<file path="config.mk">
export PLATFORM = sky130hd
export DESIGN_NAME = wb_check_monitor
export DESIGN_NICKNAME = d
export VERILOG_FILES = /design/src/rtl/cpu7b_chk_pkg.sv /design/src/rtl/wb_chk_table.sv /design/src/rtl/wb_check_monitor.sv
export SDC_FILE = /design/constraint.sdc
export NUM_CORES = 1
export LEC_CHECK = 0
export CORE_MARGIN = 1.5
export CORE_UTILIZATION = 56
export CTS_CLUSTER_DIAMETER = 50
export DETAILED_ROUTE_END_ITERATION = 7
export PLACE_DENSITY = 0.79
export SYNTH_ARGS = -nofsm -noshare
export SYNTH_HDL_FRONTEND = slang
export SYNTH_SLANG_ARGS = --single-unit
</file>
<file path="constraint.sdc">
create_clock -name clk -period 3.3 [get_ports clk]
set_input_delay 0.99 -clock clk [delete_from_list [all_inputs] [get_ports clk]]
set_output_delay 0.99 -clock clk [all_outputs]
set_load 0.02 [all_outputs]
</file>
<file path="src/rtl/cpu7b_chk_pkg.sv">
// Shared types for the retire-PC checkpoint monitor: FSM states, failure codes and the
// checkpoint entry layout (fields sized for the widest supported PC/data).
package cpu7b_chk_pkg;

    localparam int unsigned ChkPcMaxW   = 64;
    localparam int unsigned ChkDataMaxW = 64;

    typedef enum logic [2:0] {
        StIdle,
        StRun,
        StCheck,
        StPass,
        StFail
    } chk_state_e;

    typedef enum logic [1:0] {
        FailNone     = 2'd0,
        FailMismatch = 2'd1,
        FailTimeout  = 2'd2
    } fail_code_e;

    typedef struct packed {
        logic [ChkPcMaxW-1:0]   pc;
        logic [4:0]             gpr;
        logic [ChkDataMaxW-1:0] exp;
        logic [ChkDataMaxW-1:0] mask;
    } chk_entry_t;

    // Only bits set in mask take part in the comparison.
    function automatic logic masked_match(input logic [ChkDataMaxW-1:0] obs,
                                          input logic [ChkDataMaxW-1:0] exp,
                                          input logic [ChkDataMaxW-1:0] mask);
        return ((obs ^ exp) & mask) == '0;
    endfunction

endpackage

</file>
<file path="src/rtl/wb_chk_table.sv">
// Checkpoint table: one synchronous write port, one asynchronous read port, cleared on reset.
module wb_chk_table
    import cpu7b_chk_pkg::*;
#(
    parameter int unsigned NUM_CHK = 4,
    parameter int unsigned IDX_W   = 2
) (
    input  logic             clk,
    input  logic             reset,
    input  logic             we,
    input  logic [IDX_W-1:0] waddr,
    input  chk_entry_t       wdata,
    input  logic [IDX_W-1:0] raddr,
    output chk_entry_t       rdata
);

    chk_entry_t mem_q [NUM_CHK];
    chk_entry_t mem_d [NUM_CHK];

    always_comb begin
        mem_d = mem_q;
        if (we && (32'(waddr) < NUM_CHK)) begin
            mem_d[waddr] = wdata;
        end
    end

    always_ff @(posedge clk) begin
        if (reset) begin
            for (int unsigned i = 0; i < NUM_CHK; i++) begin
                mem_q[i] <= '0;
            end
        end else begin
            mem_q <= mem_d;
        end
    end

    // Out-of-range indices (non power-of-two depth) read as an all-zero entry.
    always_comb begin
        rdata = '0;
        if (32'(raddr) < NUM_CHK) begin
            rdata = mem_q[raddr];
        end
    end

endmodule

</file>
<file path="src/rtl/wb_check_monitor.sv">
// Retire-PC checkpoint monitor: waits for each programmed PC to retire, then compares one GPR
// against an expected value under mask and reports pass, mismatch or timeout.
module wb_check_monitor
    import cpu7b_chk_pkg::*;
#(
    parameter int unsigned NUM_CHK     = 4,
    parameter int unsigned PC_W        = 32,
    parameter int unsigned DATA_W      = 32,
    parameter int unsigned TIMEOUT_CYC = 100000,
    localparam int unsigned IDX_W      = (NUM_CHK > 1) ? $clog2(NUM_CHK) : 1,
    localparam int unsigned NUM_W      = $clog2(NUM_CHK) + 1
) (
    input  logic              clk,
    input  logic              reset,
    input  logic              cfg_we,
    input  logic [IDX_W-1:0]  cfg_idx,
    input  logic [PC_W-1:0]   cfg_pc,
    input  logic [4:0]        cfg_reg,
    input  logic [DATA_W-1:0] cfg_exp,
    input  logic [DATA_W-1:0] cfg_mask,
    input  logic              start,
    input  logic [NUM_W-1:0]  start_num,
    input  logic              clear,
    input  logic              wb_valid,
    input  logic [PC_W-1:0]   wb_pc,
    output logic [4:0]        rf_raddr,
    input  logic [DATA_W-1:0] rf_rdata,
    output logic              done,
    output logic              pass,
    output logic [1:0]        fail_code,
    output logic [IDX_W-1:0]  fail_idx,
    output logic [DATA_W-1:0] obs_value
);

    localparam int unsigned      CNT_W   = $clog2(TIMEOUT_CYC + 1);
    localparam logic [CNT_W-1:0] CntMax  = CNT_W'(TIMEOUT_CYC);
    localparam logic [CNT_W-1:0] CntLast = CNT_W'(TIMEOUT_CYC - 1);

    chk_state_e        state_q, state_d;
    logic [IDX_W-1:0]  ptr_q, ptr_d;
    logic [NUM_W-1:0]  num_q, num_d;
    logic [CNT_W-1:0]  cnt_q, cnt_d;
    logic              done_q, done_d;
    logic              pass_q, pass_d;
    fail_code_e        fail_code_q, fail_code_d;
    logic [IDX_W-1:0]  fail_idx_q, fail_idx_d;
    logic [DATA_W-1:0] obs_q, obs_d;

    chk_entry_t cfg_entry;
    chk_entry_t cur_entry;
    logic       tbl_we;
    logic       pc_hit;
    logic       data_ok;
    logic       last_chk;
    logic       timeout_hit;
    logic [CNT_W-1:0] cnt_inc;

    assign tbl_we = cfg_we && (state_q == StIdle);

    always_comb begin
        cfg_entry      = '0;
        cfg_entry.pc   = ChkPcMaxW'(cfg_pc);
        cfg_entry.gpr  = cfg_reg;
        cfg_entry.exp  = ChkDataMaxW'(cfg_exp);
        cfg_entry.mask = ChkDataMaxW'(cfg_mask);
    end

    wb_chk_table #(
        .NUM_CHK (NUM_CHK),
        .IDX_W   (IDX_W)
    ) u_table (
        .clk   (clk),
        .reset (reset),
        .we    (tbl_we),
        .waddr (cfg_idx),
        .wdata (cfg_entry),
        .raddr (ptr_q),
        .rdata (cur_entry)
    );

    assign pc_hit      = wb_valid && (ChkPcMaxW'(wb_pc) == cur_entry.pc);
    assign data_ok     = masked_match(ChkDataMaxW'(rf_rdata), cur_entry.exp, cur_entry.mask);
    assign last_chk    = (NUM_W'(ptr_q) + NUM_W'(1)) == num_q;
    assign timeout_hit = cnt_q >= CntLast;
    // Saturate so a late CHECK-to-RUN hand-off still sees the expired budget.
    assign cnt_inc     = (cnt_q == CntMax) ? cnt_q : cnt_q + 1'b1;

    always_comb begin
        state_d     = state_q;
        ptr_d       = ptr_q;
        num_d       = num_q;
        cnt_d       = cnt_q;
        done_d      = done_q;
        pass_d      = pass_q;
        fail_code_d = fail_code_q;
        fail_idx_d  = fail_idx_q;
        obs_d       = obs_q;

        if (clear) begin
            state_d     = StIdle;
            ptr_d       = '0;
            cnt_d       = '0;
            done_d      = 1'b0;
            pass_d      = 1'b0;
            fail_code_d = FailNone;
            fail_idx_d  = '0;
            obs_d       = '0;
        end else begin
            unique case (state_q)
                StIdle: begin
                    if (start) begin
                        num_d = start_num;
                        ptr_d = '0;
                        cnt_d = '0;
                        if (start_num == '0) begin
                            state_d = StPass;
                            done_d  = 1'b1;
                            pass_d  = 1'b1;
                        end else begin
                            state_d = StRun;
                        end
                    end
                end
                StRun: begin
                    cnt_d = cnt_inc;
                    if (timeout_hit) begin
                        state_d     = StFail;
                        done_d      = 1'b1;
                        fail_code_d = FailTimeout;
                        fail_idx_d  = ptr_q;
                    end else if (pc_hit) begin
                        state_d = StCheck;
                    end
                end
                StCheck: begin
                    // The compare decision always wins over an expiring budget here.
                    cnt_d = cnt_inc;
                    obs_d = rf_rdata;
                    if (!data_ok) begin
                        state_d     = StFail;
                        done_d      = 1'b1;
                        fail_code_d = FailMismatch;
                        fail_idx_d  = ptr_q;
                    end else if (last_chk) begin
                        state_d = StPass;
                        done_d  = 1'b1;
                        pass_d  = 1'b1;
                    end else begin
                        ptr_d   = ptr_q + 1'b1;
                        state_d = StRun;
                    end
                end
                StPass, StFail: begin
                end
                default: begin
                    state_d = StIdle;
                end
            endcase
        end
    end

    always_ff @(posedge clk) begin
        if (reset) begin
            state_q     <= StIdle;
            ptr_q       <= '0;
            num_q       <= '0;
            cnt_q       <= '0;
            done_q      <= 1'b0;
            pass_q      <= 1'b0;
            fail_code_q <= FailNone;
            fail_idx_q  <= '0;
            obs_q       <= '0;
        end else begin
            state_q     <= state_d;
            ptr_q       <= ptr_d;
            num_q       <= num_d;
            cnt_q       <= cnt_d;
            done_q      <= done_d;
            pass_q      <= pass_d;
            fail_code_q <= fail_code_d;
            fail_idx_q  <= fail_idx_d;
            obs_q       <= obs_d;
        end
    end

    assign rf_raddr  = (state_q == StCheck) ? cur_entry.gpr : 5'd0;
    assign done      = done_q;
    assign pass      = pass_q;
    assign fail_code = fail_code_q;
    assign fail_idx  = fail_idx_q;
    assign obs_value = obs_q;

endmodule
</file>
==> flow_summary.yaml, run 1 <==
run_status:
  status: "completed"
worst_setup_path:
  start_kind: "flop"
  required_ns: 2.31
  crit_fanout: 9
  crit_arrival_ns: 2.27
  worstSetupPathType: "reg -> out"
  rr_worst_depth: 9
  cp-end-kind: "output pin"
synth:
  syn_area_mm2: 0.0198
  avgSynthCellArea_um2: 7.90
  async_reset_ff_share_pct: 0
  netlist_instances: 2511
  ys.flop_type: "dfxtp_1"
  ys_types: 58
  ys_seq_area_share_pct: 47.1
  synth_edf_count: 0
  ys_ff_latch: 467
  yosysWarnings: 0
  synth_nets: 2690
finish:
  syn2layout_area_growth_pct: 24.0
  layout-drive-gt1-share_pct: 7.99
  layout_commonest_cell: "nand2_1"
  final_cell_mix: "nand2_1 (904), dfxtp_1 (465), a21oi_1 (464)"
  nets: 2850
  fillers: 2674
drt:
  dr.pass1.iters: 7
  drc_errors: 0
  final_antenna_net_count: 0
  wl_per_cell_um: 19.2
  wirelength_um: 61000
  num_vias: 18391
  drt_iter0_markers: 1764
  vias_per_cell: 5.79
placement:
  io_buffers: 218
  gp_congestion: 0.909
  dp_slack_ns: -0.439
  hpwl_um: 39700
timing:
  worstMarginPinSlew_ns: 0.668
  max-slew-margin-rel_pct: 55.5
  fin_crit_ns: 3.26
  finalSetupViolations: 0
  finClkSkew_ns: 0.0154
  fmax_mhz: 307
  finalMaxSlewViolations: 0
  finalCritPeriodShare_pct: 98.9
  setup_tns_ns: 0
  rsz0062_at_grt: "no"
  setup_ws_ns: 0.0377
  hold_violations: 0
die:
  die_area_mm2: 0.0366
  rows: 68
  io_pins: 219
  start_util_pct: 57.2
  die_x_um: 191
  core_mm2: 0.0347
  die_y_um: 191
power:
  power_density_mw_per_mm2: 546
  power_uw: 13400
  clockPowerShare_pct: 46.2
  power.switching_uw: 3310
  cellLeakagePower_uw: 0.00875
  internal-power_uw: 10100
  swShare_pct: 24.6
  power_frac_seq_pct: 44.1
  ir_worst_vdd_mv: 0.439
  pwr-share-comb_pct: 9.7
global_routing:
  grt-ovfl-total: 0
  antenna_found_initial: 5
  groute.usage.overall_pct: 32.9
  grt_pass1_wl_um: 93800
  grt_max_degree: 149
  grt_pass1_vias: 17590
clock_network:
  clk_pin_slew_ns: 0.06
  cts_tree: "built"
  clockBufferDepth: 3
  htree_levels: 2
  cts_made_buffers: 52
  clock_latency_ns: 0.60
  clkSinkCount: 467
  clock-root-buffer: "clkbuf_16"
hold_path:
  whs_path_depth: 2
  min-delay-path-class: "reg -> reg"
job:
  drv_cap: 0
## metal layers
metal | vias up | GRT usage [%] | wire, µm
li1 | 8661 | - | -
met1 | 8688 | 43.0 | 24300
met2 | 889 | 52.3 | 28200
met3 | 151 | 7.05 | 6140
met4 | 2 | 15.0 | 2340
met5 | - | 0 | 13
## worst max-delay path, stage by stage (launching register included)
cell,delay [ns]
dfxtp_2,0.39
buf_4,0.23
mux4_2,0.32
and3_1,0.21
clkdlybuf4s50_1,0.53
## final cells by class
type | count | area [µm²] | share of cell area (%)
Multi-Input combinational cell | 1838 | 9690 | 39.4
Antenna cell | 4 | 10.0 | 0.0407
Inverter | 10 | 37.5 | 0.153
Tap cell | 455 | 569 | 2.31
Clock buffer | 71 | 1470 | 5.99
Clock inverter | 27 | 383 | 1.56
Timing Repair Buffer | 302 | 3080 | 12.5
Sequential cell | 467 | 9350 | 38.0
## path summary, 6_finish.rpt
| check | start | end | slack (ns) |
|---|---|---|---|
| worst min-delay path | u_table.mem_q[542] | u_table.mem_q[542] | 0.45 |
| worst max register to register | ptr_q[0] | state_q[2] | 0.27 |
| worst max-delay path | ptr_q[1] | rf_raddr[1] | 0.04 |
| worst min register to register | u_table.mem_q[542] | u_table.mem_q[542] | 0.45 |
## stage by stage
stage	utilization, %	hold slack (ns)	std cells	cell area (µm²)
after floorplan	-	0.432	2511	19800
after global placement	65.3	0.437	3068	22700
after detailed placement	65.3	0.442	3068	22700
after CTS	70.8	0.450	3170	24600
after global routing	70.8	0.464	3173	24600
final	70.8	0.449	3174	24600
## cells in the mapped netlist (2+ instances only)
cell type,number,share of area [%]
nand3_1,30,0.76
nor3_1,10,0.25
nand3b_1,6,0.23
buf_6,4,0.23
dfxtp_1,467,47
inv_1,10,0.19
a211oi_1,3,0.11
ha_1,3,0.19
o211ai_1,2,0.076
xor2_1,156,6.9
buf_2,2,0.050
a31oi_1,4,0.13
buf_1,4,0.076
a22o_1,2,0.088
or2_2,2,0.063
o31a_1,2,0.088
nand2_1,906,17
o31ai_1,3,0.11
and3_1,9,0.28
and2_1,3,0.095
mux4_1,2,0.26
and3b_1,2,0.088
a221oi_1,5,0.22
mux2i_1,21,1.1
o2111ai_1,4,0.18
nand4_1,21,0.66
xnor2_1,18,0.79
nor2b_1,3,0.095
a22oi_1,44,1.7
nor2_1,40,0.76
mux4_2,24,2.7
and4_1,2,0.088
a21oi_1,464,12
a222oi_1,8,0.40
o21ai_0,19,0.48
clkbuf_1,183,3.5
buf_12,2,0.20
## flip-flops by register name, summed over array words and instances (netlist names)
name	count
cnt_q	17
done	1
fail_code	2
fail_idx	2
num_q	3
obs_value	32
pass	1
ptr_q	2
state_q	3
u_table.mem_q	404
## power by group through the flow
stage | combinational (µW) | clock, µW | sequential (µW)
floorplan | 653 | 0 | 6010
global placement | 1230 | 0 | 6030
detailed placement | 1260 | 0 | 6040
CTS | 1280 | 6260 | 5920
global route | 1390 | 6500 | 5940
finish | 1300 | 6210 | 5920
## timing repair
action                     in CTS  in global routing
setup endpoints to repair       5                  5
resized for setup               0                  1
hold buffers                    0                  0
buffers inserted                4                  0
## cell families (layout without fill, tap and decap cells)
kind of cell,count (synthesis),count (layout),share of synthesized area (%)
compound gates,568,568,15.6
xor+xnor,174,174,7.68
other cells,0,4,0
simple gates,1045,1045,21.0
buf+inv,206,410,4.24
fa+ha+maj,3,3,0.189
flops,467,467,47.1
mux,48,48,4.11
Note: power is estimated with default switching activity, not from simulation.
==> inputs of run 2 (changes only) <==
--- a/config.mk
+++ b/config.mk
@@ -5,6 +5,7 @@
 export SDC_FILE = /design/constraint.sdc
 export NUM_CORES = 1
 export LEC_CHECK = 0
+export CAP_MARGIN = 20
 export CORE_MARGIN = 1.5
 export CORE_UTILIZATION = 56
 export CTS_CLUSTER_DIAMETER = 50
==> results of run 2 <==
The final DEF is identical to that of run 1; final timing and power are the same.
